[src/rtl/line_buf_wr_ctrl_if.sv]
`default_nettype none
// +--------------------------------------------------------------------+
// | line_buf_wr_ctrl_if                                                |
// | Pixel stream, line-buffer write port and window status bundle.     |
// | Rev 1.0                                                            |
// +--------------------------------------------------------------------+
interface line_buf_wr_ctrl_if #(
  parameter int ADDR_W = 3,
  parameter int PIX_W  = 8
);
  logic              flush;
  logic [PIX_W-1:0]  pix_in;
  logic              pix_valid;
  logic              pix_ready;
  logic              rd_row_done;
  logic              wr_en;
  logic [1:0]        wr_buf;
  logic [ADDR_W-1:0] wr_addr;
  logic [PIX_W-1:0]  wr_data;
  logic [1:0]        base;
  logic              win_valid;
  logic [1:0]        state;

  modport master (
    output flush, pix_in, pix_valid, rd_row_done,
    input  pix_ready, wr_en, wr_buf, wr_addr, wr_data, base, win_valid, state
  );

  modport slave (
    input  flush, pix_in, pix_valid, rd_row_done,
    output pix_ready, wr_en, wr_buf, wr_addr, wr_data, base, win_valid, state
  );
endinterface
`default_nettype wire

[src/rtl/line_buf_wr_ctrl.sv]
`default_nettype none
// +--------------------------------------------------------------------+
// | line_buf_wr_ctrl                                                   |
// | Write-side controller for a 4-entry rotating line-buffer bank.     |
// | Rev 1.0                                                            |
// +--------------------------------------------------------------------+
module line_buf_wr_ctrl #(
  parameter int LINE_W = 8,
  parameter int ADDR_W = 3,
  parameter int PIX_W  = 8
) (
  input  logic               clk,
  input  logic               rst,
  line_buf_wr_ctrl_if.slave  bus
);
  localparam logic [1:0]        c_st_fill  = 2'd0;
  localparam logic [1:0]        c_st_run   = 2'd1;
  localparam logic [1:0]        c_st_stall = 2'd2;
  localparam logic [ADDR_W-1:0] c_last_col = ADDR_W'(LINE_W - 1);

  logic [1:0]        r_head;
  logic [2:0]        r_full_cnt;
  logic [ADDR_W-1:0] r_col;
  logic [1:0]        r_state;
  logic              r_win_valid;
  logic              r_wr_en;
  logic [1:0]        r_wr_buf;
  logic [ADDR_W-1:0] r_wr_addr;
  logic [PIX_W-1:0]  r_wr_data;

  logic              w_ready;
  logic              w_accept;
  logic              w_row_done;
  logic              w_rd_ok;
  logic [1:0]        w_wp;
  logic [1:0]        w_head_nxt;
  logic [2:0]        w_full_nxt;
  logic [1:0]        w_state_nxt;

  assign w_ready    = (r_full_cnt != 3'd4);
  // Write pointer sits just past the complete rows, so freeing a row never moves it.
  assign w_wp       = r_head + r_full_cnt[1:0];
  assign w_accept   = bus.pix_valid & w_ready & ~bus.flush;
  assign w_row_done = w_accept & (r_col == c_last_col);
  assign w_rd_ok    = bus.rd_row_done & r_win_valid;
  assign w_head_nxt = r_head + {1'b0, w_rd_ok};

  always_comb begin
    w_full_nxt = r_full_cnt;
    if (w_row_done && !w_rd_ok) begin
      w_full_nxt = r_full_cnt + 3'd1;
    end else if (!w_row_done && w_rd_ok) begin
      w_full_nxt = r_full_cnt - 3'd1;
    end
  end

  always_comb begin
    w_state_nxt = c_st_fill;
    if (w_full_nxt == 3'd4) begin
      w_state_nxt = c_st_stall;
    end else if (w_full_nxt == 3'd3) begin
      w_state_nxt = c_st_run;
    end
  end

  always_ff @(posedge clk) begin
    if (rst) begin
      r_head      <= '0;
      r_full_cnt  <= '0;
      r_col       <= '0;
      r_state     <= c_st_fill;
      r_win_valid <= 1'b0;
      r_wr_en     <= 1'b0;
      r_wr_buf    <= '0;
      r_wr_addr   <= '0;
      r_wr_data   <= '0;
    end else if (bus.flush) begin
      // Write-port payload is left alone; only the strobe and bookkeeping clear.
      r_head      <= '0;
      r_full_cnt  <= '0;
      r_col       <= '0;
      r_state     <= c_st_fill;
      r_win_valid <= 1'b0;
      r_wr_en     <= 1'b0;
    end else begin
      r_head      <= w_head_nxt;
      r_full_cnt  <= w_full_nxt;
      r_state     <= w_state_nxt;
      r_win_valid <= (w_state_nxt != c_st_fill);
      r_wr_en     <= w_accept;
      if (w_accept) begin
        r_wr_buf  <= w_wp;
        r_wr_addr <= r_col;
        r_wr_data <= bus.pix_in;
        r_col     <= w_row_done ? '0 : r_col + ADDR_W'(1);
      end
    end
  end

  assign bus.pix_ready = w_ready;
  assign bus.wr_en     = r_wr_en;
  assign bus.wr_buf    = r_wr_buf;
  assign bus.wr_addr   = r_wr_addr;
  assign bus.wr_data   = r_wr_data;
  assign bus.base      = r_head;
  assign bus.win_valid = r_win_valid;
  assign bus.state     = r_state;
endmodule
`default_nettype wire
[src/flat_wrapper.sv]
// flat-port wrapper written by rule: the top's interface ports become plain ports
module line_buf_wr_ctrl_flat 
#(
  parameter int LINE_W = 8,
  parameter int ADDR_W = 3,
  parameter int PIX_W  = 8
)
  (clk, rst, bus_flush, bus_pix_in, bus_pix_valid, bus_rd_row_done, bus_pix_ready, bus_wr_en, bus_wr_buf, bus_wr_addr, bus_wr_data, bus_base, bus_win_valid, bus_state);
  line_buf_wr_ctrl_if #(.ADDR_W(ADDR_W), .PIX_W(PIX_W)) bus_i ();
  input  logic clk;
  input  logic rst;
  input wire logic [$bits(bus_i.flush)-1:0] bus_flush;
  input wire logic [$bits(bus_i.pix_in)-1:0] bus_pix_in;
  input wire logic [$bits(bus_i.pix_valid)-1:0] bus_pix_valid;
  input wire logic [$bits(bus_i.rd_row_done)-1:0] bus_rd_row_done;
  output wire logic [$bits(bus_i.pix_ready)-1:0] bus_pix_ready;
  output wire logic [$bits(bus_i.wr_en)-1:0] bus_wr_en;
  output wire logic [$bits(bus_i.wr_buf)-1:0] bus_wr_buf;
  output wire logic [$bits(bus_i.wr_addr)-1:0] bus_wr_addr;
  output wire logic [$bits(bus_i.wr_data)-1:0] bus_wr_data;
  output wire logic [$bits(bus_i.base)-1:0] bus_base;
  output wire logic [$bits(bus_i.win_valid)-1:0] bus_win_valid;
  output wire logic [$bits(bus_i.state)-1:0] bus_state;
  assign bus_i.flush = bus_flush;
  assign bus_i.pix_in = bus_pix_in;
  assign bus_i.pix_valid = bus_pix_valid;
  assign bus_i.rd_row_done = bus_rd_row_done;
  assign bus_pix_ready = bus_i.pix_ready;
  assign bus_wr_en = bus_i.wr_en;
  assign bus_wr_buf = bus_i.wr_buf;
  assign bus_wr_addr = bus_i.wr_addr;
  assign bus_wr_data = bus_i.wr_data;
  assign bus_base = bus_i.base;
  assign bus_win_valid = bus_i.win_valid;
  assign bus_state = bus_i.state;
  line_buf_wr_ctrl #(.LINE_W(LINE_W), .ADDR_W(ADDR_W), .PIX_W(PIX_W)) u_core (.clk(clk), .rst(rst), .bus(bus_i));
endmodule
[config.mk]
export PLATFORM = sky130hd
export DESIGN_NAME = line_buf_wr_ctrl_flat
export DESIGN_NICKNAME = d
export VERILOG_FILES = /design/src/rtl/line_buf_wr_ctrl_if.sv /design/src/rtl/line_buf_wr_ctrl.sv /design/src/flat_wrapper.sv
export SDC_FILE = /design/constraint.sdc
export NUM_CORES = 1
export LEC_CHECK = 0
export ABC_AREA = 1
export BUFFER_PORTS_ARGS = -buffer_cell sky130_fd_sc_hd__buf_2
export CAP_MARGIN = 20
export CORE_UTILIZATION = 39
export CTS_CLUSTER_DIAMETER = 60
export DETAILED_ROUTE_END_ITERATION = 8
export MAX_ROUTING_LAYER = met4
export PLACE_DENSITY = 0.7
export SETUP_SLACK_MARGIN = 0.02
export SYNTH_ARGS = -nofsm -noshare
export SYNTH_HDL_FRONTEND = slang
export SYNTH_SLANG_ARGS = --single-unit
[constraint.sdc]
create_clock -name clk -period 1.53 [get_ports clk]
set_input_delay 0.0765 -clock clk [delete_from_list [all_inputs] [get_ports clk]]
set_output_delay 0.0765 -clock clk [all_outputs]
set_load 0.01 [all_outputs]
==> results.tsv <==
metric	value	unit
outcome	finished with violations	
violations	DRC	
synth_mux_area_frac	0	
area_growth	39.3	%
path_depth	11	
initial_core_util	0.421	
ys_warn_count	0	
portBuffers	32	
max_slew_margin	0.780	
ant_nets	0	
cts_buffer_depth	2	
cp_slowest_cell	dfxtp_2	
cpPeakStageDelay	0.38	ns
worstPathRequired	1.77	ns
clock-root-buffer	clkbuf_4	
setup_violations	0	
finalSetupTns	0	ns
p_per_area	658	mW/mm^2
ir_worst_vdd	0.000810	V
synth_compound_area_frac	0.0773	
p_leak	0.000778	uW
routed_wl	2680	um
netlist.area_leader.share	0.424	
globalRoute.totalOverflow	0	
grt_max_degree	18	
netlist_area	0.00118	sq mm
ys_ff_latch	25	
synthDistinctLibCells	23	
postPlaceCellArea	0.00142	sq mm
hp-class	input pin to flop	
remaining_drc_errors	4	
fin_skew	0.00750	ns
synth.largest_area_cell	dfxtp_1	
vias_per_cell	4.74	
clkTransAtPathRegs	0.14	ns
slew_viol_final	0	
fillers	265	
worst_pin_slew	0.329	ns
cts_made_buffers	3	
cap_viol_max_count	0	
vias	1108	
synth_xor_area_frac	0.0297	
crit_chain	inv_4 -> ha_4 -> nand2_4 -> nand4_4 -> buf_4 -> nand3_1 -> nand3_1 -> nand2_1 -> nor2_2 -> nand2_2 -> nand2_1	
cp.arrival	1.68	ns
synth_nets	169	
path_max_fanout	4	
yosys.area_share.simple	0.322	
end_kind	flop	
finalCritPeriodShare	0.943	
cts_sinks	25	
drt_iter0_markers	22	
rsz0062_at_grt	true	
first_pass_iters	6	
grt_pass1_wl	4080	um
drive_gt1_frac	0.399	
synth.yosys.seq_area_share	0.424	
dieArea	0.00325	sq mm
period_minus_slack	1.44	ns
hold_path_depth	2	
cp_top_family	simple AND/OR/NAND/NOR gates	
synth_top_family_by_area	simple AND/OR/NAND/NOR gates	
synth_area_leaders	dfxtp_1, nand2_1, ha_1	
worstSkewPairLatency	0.32	ns
start_kind	flop	
fmax	693	MHz
critPathKind	flop to flop	
hold_violations	0	
fp.dieH	57.0	um
fin_nets	224	
cts_htree_levels	1	
tritoncts	yes	
first_global_vias	961	
ios	33	
syn_avg_cell_area	7.93	sq um
r2r_cells	11	
rows	19	
post-dp-hpwl	1830	um
grt_util_all_layers	0.170	
syn-instance-count	149	
die_w	57.0	um
wl_per_cell	11.5	um
antennaDiodeCount	0	
synth_fa_ha_area_frac	0.0742	
postLayoutCellArea	0.00165	sq mm
core_area	0.00281	sq mm
antenna_found_initial	0	
place.gp.congestion	0.928	
critPathBufInv	2	
[sequential cells by signal, indices dropped and copies added (netlist names)]
name,flops
u_core.bus.base,2
u_core.bus.state,2
u_core.bus.win_valid,1
u_core.bus.wr_addr,3
u_core.bus.wr_buf,2
u_core.bus.wr_data,8
u_core.bus.wr_en,1
u_core.r_col,3
u_core.r_full_cnt,3
[cell families after synthesis]
group / after synthesis
AOI/OAI and AO/OA: 17
adders and majority gates: 7
DFF: 25
xor gates and xnor gates: 4
and+or+nand+nor: 75
buffers and inverters: 21
[power by group]
group	total, uW	internal (uW)	switching, uW
registers	671	665	6.56
logic	109	50.8	58.1
clock network	302	100	202
total	1080	816	266
[cells in the mapped netlist (all sizes together)]
cell type / instances
buf: 2
or2: 1
clkbuf: 1
ha: 7
inv: 18
a21oi: 15
a211oi: 1
o21ai: 1
nand3: 9
nor2: 14
xor2: 2
nand2: 48
nand4: 3
xnor2: 2
dfxtp: 25
[metal layers]
| metal | track usage | wire length [um] | share of wire |
|---|---|---|---|
| met1 | 0.174 | 1160 | 0.43 |
| met2 | 0.313 | 1350 | 0.51 |
| met3 | 0.0476 | 137 | 0.051 |
| met4 | 0.0523 | 25 | 0.0093 |
| met5 | - | 0 | 0 |
[what timing repair did]
action,4_1_cts,5_1_grt
gates resized for setup,2,22
setup buffers,0,5
hold buffers,7,1
setup endpoints to repair,3,3
hold endpoints to repair,7,1
pin swaps,0,10
[through the flow]
stage	std cells	worst slack, ns	power (uW)	hold WS [ns]	utilization
floorplan	149	0.0387	734	0.146	-
global placement	217	0.0247	774	0.325	0.507
detailed placement	217	-0.0355	777	0.329	0.507
CTS	228	0.0337	1090	0.00570	0.547
global route	234	-0.0137	1140	0.0943	0.587
finish	234	0.0871	1080	0.0985	0.587
[final cells by class]
type,count,area [sq um],share of cell area
repair buffers,53,345,0.210
flip-flops and latches,25,507,0.308
clock buffers,3,22.5,0.0137
inverters,18,70.1,0.0426
well taps,31,38.8,0.0236
clock inverters,1,7.51,0.00456
multi-input cells,103,654,0.398
[final timing paths]
check | from | to | slack [ns]
worst min register to register | u_core.bus.wr_data[6] | u_core.bus.wr_data[6] | 0.47
worst max-delay path | u_core.r_full_cnt[1] | u_core.bus.win_valid | 0.09
worst min-delay path | rst | u_core.bus.wr_en | 0.1
worst max register to register | u_core.r_full_cnt[1] | u_core.bus.win_valid | 0.09
[layout by cell type (no fill, tap or decap), drive strengths merged, types with 7 or more instances in the layout]
cell	n
a21oi	15
buf	45
dfxtp	25
dlygate4sd3	8
ha	7
inv	18
nand2	48
nand3	9
nor2	14
Note: power is estimated with default switching activity, not from simulation.
